<file path="src/rtl/startup_rom_wb_slave_if.sv">
// Wishbone B3 bus bundle for the startup ROM responder; names are slave-relative
// so the slave modport reads like the original flat port list.
interface startup_rom_wb_slave_if;
  logic [31:0] wb_adr_i;
  logic [31:0] wb_dat_i;
  logic [3:0]  wb_sel_i;
  logic        wb_we_i;
  logic        wb_cyc_i;
  logic        wb_stb_i;
  logic [2:0]  wb_cti_i;
  logic [1:0]  wb_bte_i;
  logic [31:0] wb_dat_o;
  logic        wb_ack_o;
  logic        wb_err_o;
  logic        wb_rty_o;

  modport slave (
    input  wb_adr_i, wb_dat_i, wb_sel_i, wb_we_i, wb_cyc_i, wb_stb_i, wb_cti_i, wb_bte_i,
    output wb_dat_o, wb_ack_o, wb_err_o, wb_rty_o
  );

  modport master (
    output wb_adr_i, wb_dat_i, wb_sel_i, wb_we_i, wb_cyc_i, wb_stb_i, wb_cti_i, wb_bte_i,
    input  wb_dat_o, wb_ack_o, wb_err_o, wb_rty_o
  );
endinterface

</file>
<file path="src/rtl/startup_rom_wb_slave.sv">
// Wishbone B3 read-only responder for the OR1K startup ROM: single reads and
// linear/wrap bursts at one beat per cycle, writes answered with err.
module startup_rom_wb_slave #(
  parameter int unsigned ADDR_WIDTH = 7
) (
  input  logic                  wb_clk,
  input  logic                  wb_rst_n,
  startup_rom_wb_slave_if.slave wb,
  output logic [ADDR_WIDTH-1:0] rom_addr_o,
  input  logic [31:0]           rom_dout_i
);

  localparam logic [1:0] S_IDLE = 2'd0;
  localparam logic [1:0] S_READ = 2'd1;
  localparam logic [1:0] S_ERR  = 2'd2;

  localparam logic [2:0] CTI_INCR = 3'b010;

  logic [1:0]            state_q, state_d;
  logic                  ack_q, ack_d;
  logic                  err_q, err_d;
  logic [ADDR_WIDTH-1:0] cnt_q, cnt_d;
  logic [ADDR_WIDTH-1:0] cnt_next;
  logic [ADDR_WIDTH-1:0] adr_word;
  logic [ADDR_WIDTH-1:0] rom_addr;
  logic                  req;
  logic                  beat;
  logic                  unused_ok;

  assign req      = wb.wb_cyc_i & wb.wb_stb_i;
  assign beat     = ack_q & req;
  assign adr_word = wb.wb_adr_i[ADDR_WIDTH+1:2];

  // Data, byte selects and out-of-window address bits have no effect on a ROM.
  assign unused_ok = ^{wb.wb_dat_i, wb.wb_sel_i, wb.wb_adr_i[31:ADDR_WIDTH+2], wb.wb_adr_i[1:0]};

  always_comb begin
    cnt_next = cnt_q;
    case (wb.wb_bte_i)
      2'b00:   cnt_next = cnt_q + 1'b1;
      2'b01:   cnt_next[1:0] = cnt_q[1:0] + 2'd1;
      2'b10:   cnt_next[2:0] = cnt_q[2:0] + 3'd1;
      default: cnt_next[3:0] = cnt_q[3:0] + 4'd1;
    endcase
  end

  always_comb begin
    state_d  = state_q;
    ack_d    = ack_q;
    err_d    = err_q;
    cnt_d    = cnt_q;
    rom_addr = cnt_q;
    case (state_q)
      S_IDLE: begin
        rom_addr = adr_word;
        ack_d    = 1'b0;
        if (req) begin
          if (wb.wb_we_i) begin
            err_d   = 1'b1;
            state_d = S_ERR;
          end else begin
            cnt_d   = adr_word;
            ack_d   = 1'b1;
            state_d = S_READ;
          end
        end
      end
      S_READ: begin
        if (!wb.wb_cyc_i) begin
          ack_d   = 1'b0;
          state_d = S_IDLE;
        end else if (beat) begin
          // Presenting the next word now lets the ROM register it for the next beat.
          if (wb.wb_cti_i == CTI_INCR) begin
            rom_addr = cnt_next;
            cnt_d    = cnt_next;
          end else begin
            ack_d   = 1'b0;
            state_d = S_IDLE;
          end
        end
      end
      S_ERR: begin
        err_d   = 1'b0;
        state_d = S_IDLE;
      end
      default: begin
        ack_d   = 1'b0;
        err_d   = 1'b0;
        state_d = S_IDLE;
      end
    endcase
  end

  always_ff @(posedge wb_clk or negedge wb_rst_n) begin
    if (!wb_rst_n) begin
      state_q <= S_IDLE;
      ack_q   <= 1'b0;
      err_q   <= 1'b0;
      cnt_q   <= '0;
    end else begin
      state_q <= state_d;
      ack_q   <= ack_d;
      err_q   <= err_d;
      cnt_q   <= cnt_d;
    end
  end

  // Reset forces the ROM address low even though IDLE otherwise passes the bus address through.
  assign rom_addr_o  = wb_rst_n ? rom_addr : '0;
  assign wb.wb_ack_o = beat;
  assign wb.wb_dat_o = beat ? rom_dout_i : '0;
  assign wb.wb_err_o = err_q;
  assign wb.wb_rty_o = 1'b0;

endmodule

</file>
<file path="src/flat_wrapper.sv">
// flat-port wrapper written by rule: the top's interface ports become plain ports
module startup_rom_wb_slave_flat 
#(
  parameter int unsigned ADDR_WIDTH = 7
)
  (wb_clk, wb_rst_n, rom_addr_o, rom_dout_i, wb_wb_adr_i, wb_wb_dat_i, wb_wb_sel_i, wb_wb_we_i, wb_wb_cyc_i, wb_wb_stb_i, wb_wb_cti_i, wb_wb_bte_i, wb_wb_dat_o, wb_wb_ack_o, wb_wb_err_o, wb_wb_rty_o);
  startup_rom_wb_slave_if wb_i ();
  input  logic wb_clk;
  input  logic wb_rst_n;
  output logic [ADDR_WIDTH-1:0] rom_addr_o;
  input  logic [31:0] rom_dout_i;
  input wire logic [$bits(wb_i.wb_adr_i)-1:0] wb_wb_adr_i;
  input wire logic [$bits(wb_i.wb_dat_i)-1:0] wb_wb_dat_i;
  input wire logic [$bits(wb_i.wb_sel_i)-1:0] wb_wb_sel_i;
  input wire logic [$bits(wb_i.wb_we_i)-1:0] wb_wb_we_i;
  input wire logic [$bits(wb_i.wb_cyc_i)-1:0] wb_wb_cyc_i;
  input wire logic [$bits(wb_i.wb_stb_i)-1:0] wb_wb_stb_i;
  input wire logic [$bits(wb_i.wb_cti_i)-1:0] wb_wb_cti_i;
  input wire logic [$bits(wb_i.wb_bte_i)-1:0] wb_wb_bte_i;
  output wire logic [$bits(wb_i.wb_dat_o)-1:0] wb_wb_dat_o;
  output wire logic [$bits(wb_i.wb_ack_o)-1:0] wb_wb_ack_o;
  output wire logic [$bits(wb_i.wb_err_o)-1:0] wb_wb_err_o;
  output wire logic [$bits(wb_i.wb_rty_o)-1:0] wb_wb_rty_o;
  assign wb_i.wb_adr_i = wb_wb_adr_i;
  assign wb_i.wb_dat_i = wb_wb_dat_i;
  assign wb_i.wb_sel_i = wb_wb_sel_i;
  assign wb_i.wb_we_i = wb_wb_we_i;
  assign wb_i.wb_cyc_i = wb_wb_cyc_i;
  assign wb_i.wb_stb_i = wb_wb_stb_i;
  assign wb_i.wb_cti_i = wb_wb_cti_i;
  assign wb_i.wb_bte_i = wb_wb_bte_i;
  assign wb_wb_dat_o = wb_i.wb_dat_o;
  assign wb_wb_ack_o = wb_i.wb_ack_o;
  assign wb_wb_err_o = wb_i.wb_err_o;
  assign wb_wb_rty_o = wb_i.wb_rty_o;
  startup_rom_wb_slave #(.ADDR_WIDTH(ADDR_WIDTH)) u_core (.wb_clk(wb_clk), .wb_rst_n(wb_rst_n), .wb(wb_i), .rom_addr_o(rom_addr_o), .rom_dout_i(rom_dout_i));
endmodule
</file>
<file path="config.mk">
export PLATFORM = sky130hd
export DESIGN_NAME = startup_rom_wb_slave_flat
export DESIGN_NICKNAME = d
export VERILOG_FILES = /design/src/rtl/startup_rom_wb_slave_if.sv /design/src/rtl/startup_rom_wb_slave.sv /design/src/flat_wrapper.sv
export SDC_FILE = /design/constraint.sdc
export NUM_CORES = 1
export LEC_CHECK = 0
export ABC_CLOCK_PERIOD_IN_PS = 3000
export CORE_MARGIN = 4
export CORE_UTILIZATION = 48
export CTS_CLUSTER_SIZE = 12
export DETAILED_ROUTE_END_ITERATION = 8
export DONT_BUFFER_PORTS = 1
export RECOVER_POWER = 50
export SLEW_MARGIN = 20
export SYNTH_ARGS = -nofsm -noshare
export SYNTH_HDL_FRONTEND = slang
export SYNTH_SLANG_ARGS = --single-unit
export TNS_END_PERCENT = 100
</file>
<file path="constraint.sdc">
create_clock -name wb_clk -period 3 [get_ports wb_clk]
set_clock_uncertainty 0.15 [all_clocks]
set_input_delay 0.3 -clock wb_clk [delete_from_list [all_inputs] [get_ports wb_clk]]
set_output_delay 0.3 -clock wb_clk [all_outputs]
set_load 0.05 [all_outputs]
</file>
==> results.ini <==
[final_layout]
nNetsFinal=288
final.fill_count=239
syn_to_final_growth_pct=5.62
layout-drive-gt1-share_pct=10.5
layout.cells.non_filler=202
antenna_cells=0

[routing]
wl_um=4390
vias=1332
ant_nets=0
drtIter0Drc=122
dr.pass1.iters=5
drc=0
wl_per_cell_um=21.7
viasPerCell=6.59

[yosys]
synth_edf_count=0
synthCells=170
ys.warnings.count=0
ys_seq_elements=11
synthesis.nets=285
avgSynthCellArea_um2=7.60
async_flop_share_pct=100
synth_common_cells=35 x and2_1, 11 x dfrtp_1, 9 x clkbuf_1, 8 x nand3_1, 8 x nor2_1
post-synth-top-count-cell=and2_1
synth_top_area_share_pct=21.3
synth.distinct_cells=44
ys_top_cells_by_area=dfrtp_1 21%, and2_1 17%, ha_1 4.8%
synth.cell_area_um2=1290
yosysTopAreaCell=dfrtp_1
ys.flop_type=dfrtp_1
yosysSeqAreaShare_pct=21.3

[floorplanning]
die_y_um=59.9
core-area_um2=2520
die_area_um2=3580
rows=18
die_w_um=59.9
initial_core_util_pct=51.2
io_pins=152

[power_and_ir_drop]
pwr-share-seq_pct=40.7
power_leakage_nw=0.535
power.clock.fraction_pct=15.2
powerDensity_nw_per_um2=531
switching_share_pct=49.3
internal_power_uw=368
power.total_uw=725
switchingPower_uw=357
combPwrFrac_pct=44.1
peakVddDrop_uv=288

[clock_network]
clk_pin_slew_ns=0.08
cts-htree-levels=1
cts.path.max_buffers=2
cts_buffers=3
post_cts_buffers=0
clock_sinks=11
cts_tree=built
cts_root_buf=clkbuf_4
clkLatencyLatePin_ns=0.28

[timing]
relSlewSlack_pct=27.7
clock.fmax_mhz=381
rsz0062_at_grt=no
finalCritPeriodShare_pct=87.6
finalMaxSlewViolations=0
fin_tns_setup_ns=0
tightestPinTransition_ns=1.07
hold_viol_final=0
setup_viol=0
finalCriticalPeriod_ns=2.63

[worst_hold_path]
hold_class=in -> reg

[place]
place_hpwl_um=3480
dp.cells=197
portBuffers=0
place_congestion=0.962

[worst_setup_path]
critPathBufInv=2
crit_path_max_fanout=36
cp.arrival_ns=2.18
cp_cell_sequence=nand3_4 -> clkinv_4 -> nand2_2 -> or4_1 -> a31oi_1 -> buf_4
start_kind=register
critPathMaxStageDelay_ns=0.54
crit_family=simple AND/OR/NAND/NOR gates
worstPathRequired_ns=2.55
crit_path_end_kind=output pin
critPathKind=reg -> out
crit_slowest_cell=or4_1

[status]
outcome=finished, final reports clean

[global_route]
grt_remaining_overflow=0
antenna_found_initial=0
grt_pass1_vias=1343
grt_max_degree=37
grt_use_total_pct=25.6
grt_first_pass_wirelength_um=6780

[job]
drv_cap=0

==> placed cells by master (no fill, tap or decap), types with 2 or more instances in the layout <==
| cell | synthesis | layout |
|---|---|---|
| inv_1 | 7 | 7 |
| nor2b_1 | 3 | 3 |
| clkbuf_4 | 0 | 3 |
| a22oi_1 | 2 | 2 |
| buf_4 | 2 | 7 |
| nor2_1 | 8 | 8 |
| and2_1 | 35 | 28 |
| nor4b_1 | 2 | 2 |
| nor3_1 | 7 | 7 |
| nand2_1 | 7 | 7 |
| and2_0 | 0 | 7 |
| or4_1 | 2 | 2 |
| dfrtp_1 | 11 | 11 |
| nor4_1 | 3 | 2 |
| ha_1 | 5 | 5 |
| o21ai_0 | 7 | 8 |
| nand2b_1 | 4 | 4 |
| a21oi_1 | 6 | 6 |
| a22o_1 | 2 | 2 |
| a31oi_1 | 7 | 7 |
| a311oi_1 | 2 | 2 |
| mux2i_1 | 4 | 4 |
| nor4_2 | 1 | 2 |
| o22ai_1 | 4 | 4 |
| clkbuf_1 | 9 | 3 |
| o211ai_1 | 3 | 3 |
| nand3_1 | 8 | 8 |
==> worst paths after layout <==
| path | from | endpoint | slack [ns] | cells past startpoint |
|---|---|---|---|---|
| max in group asynchronous | wb_rst_n | u_core.cnt_q[6] | 2.05 | 1 |
| min reg2reg | u_core.cnt_q[6] | u_core.cnt_q[6] | 0.42 | 2 |
| min in group asynchronous | wb_rst_n | u_core.cnt_q[0] | 0.29 | 1 |
| max | u_core.ack_q | rom_addr_o[0] | 0.37 | 6 |
| min | wb_wb_cyc_i | u_core.state_q[1] | 0.02 | 2 |
| max reg2reg | u_core.state_q[0] | u_core.cnt_q[1] | 0.68 | 5 |
==> stage by stage <==
stage	hold WS [ns]	worst slack, ns	utilization, %	cell area [um2]
finish	0.0167	0.373	54.1	1360
global route	0.0259	0.267	54.1	1360
CTS	0.0148	0.400	54.9	1390
detailed placement	-0.145	0.677	53.5	1350
global placement	-0.145	0.699	53.5	1350
floorplan	-0.146	0.0444	-	1290
==> layout make-up <==
| cell class | instances | area, um2 | area share, % |
|---|---|---|---|
| sequential | 11 | 275 | 20.2 |
| inverter | 8 | 35.0 | 2.57 |
| clock buffer | 4 | 26.3 | 1.93 |
| multi-input combinational | 139 | 920 | 67.4 |
| tap | 30 | 37.5 | 2.75 |
| timing repair buffer | 10 | 70.1 | 5.14 |
==> worst register-to-register path, cell delays in order, from the launching register on <==
cell and delay (ns):
dfrtp_1 0.67, nand2b_1 0.15, clkbuf_1 0.29, o31ai_1 0.36, o21ai_0 0.29, a22o_1 0.30
==> routing by layer <==
layer  vias to the layer above  track usage (%)  wire [um]
met4                         0             7.28         68
li1                        607                -          -
met3                         7             5.18        606
met1                       616             36.8       1830
met2                       102             38.4       1890
met5                         -                0          0
==> state kept, by name (all words and copies together) (netlist names) <==
signal,count
u_core.cnt_q,7
u_core.state_q,2
u_core.wb.wb_err_o,1
u_core.ack_q,1
==> logic make-up after synthesis <==
group	count (synthesis)	synth area share (%)
and+or+nand+nor	91	43.6
AOI/OAI and AO/OA	38	20.0
muxes	4	3.10
other	1	0.290
buffers and inverters	20	6.88
adders and majority gates	5	4.84
DFF	11	21.3
==> power groups by stage <==
stage	combinational [mW]	sequential, mW	clock (mW)
6_report	0.320	0.295	0.110
3_5_place_dp	0.320	0.294	0
2_1_floorplan	0.295	0.250	0
3_3_place_gp	0.318	0.292	0
4_1_cts	0.327	0.291	0.114
5_1_grt	0.354	0.305	0.118
==> timing repair <==
action                    in CTS  in global routing
hold endpoints to repair      11                  0
hold buffers                   1                  0
resized for setup              0                  0
(Power assumes the default switching activity.)
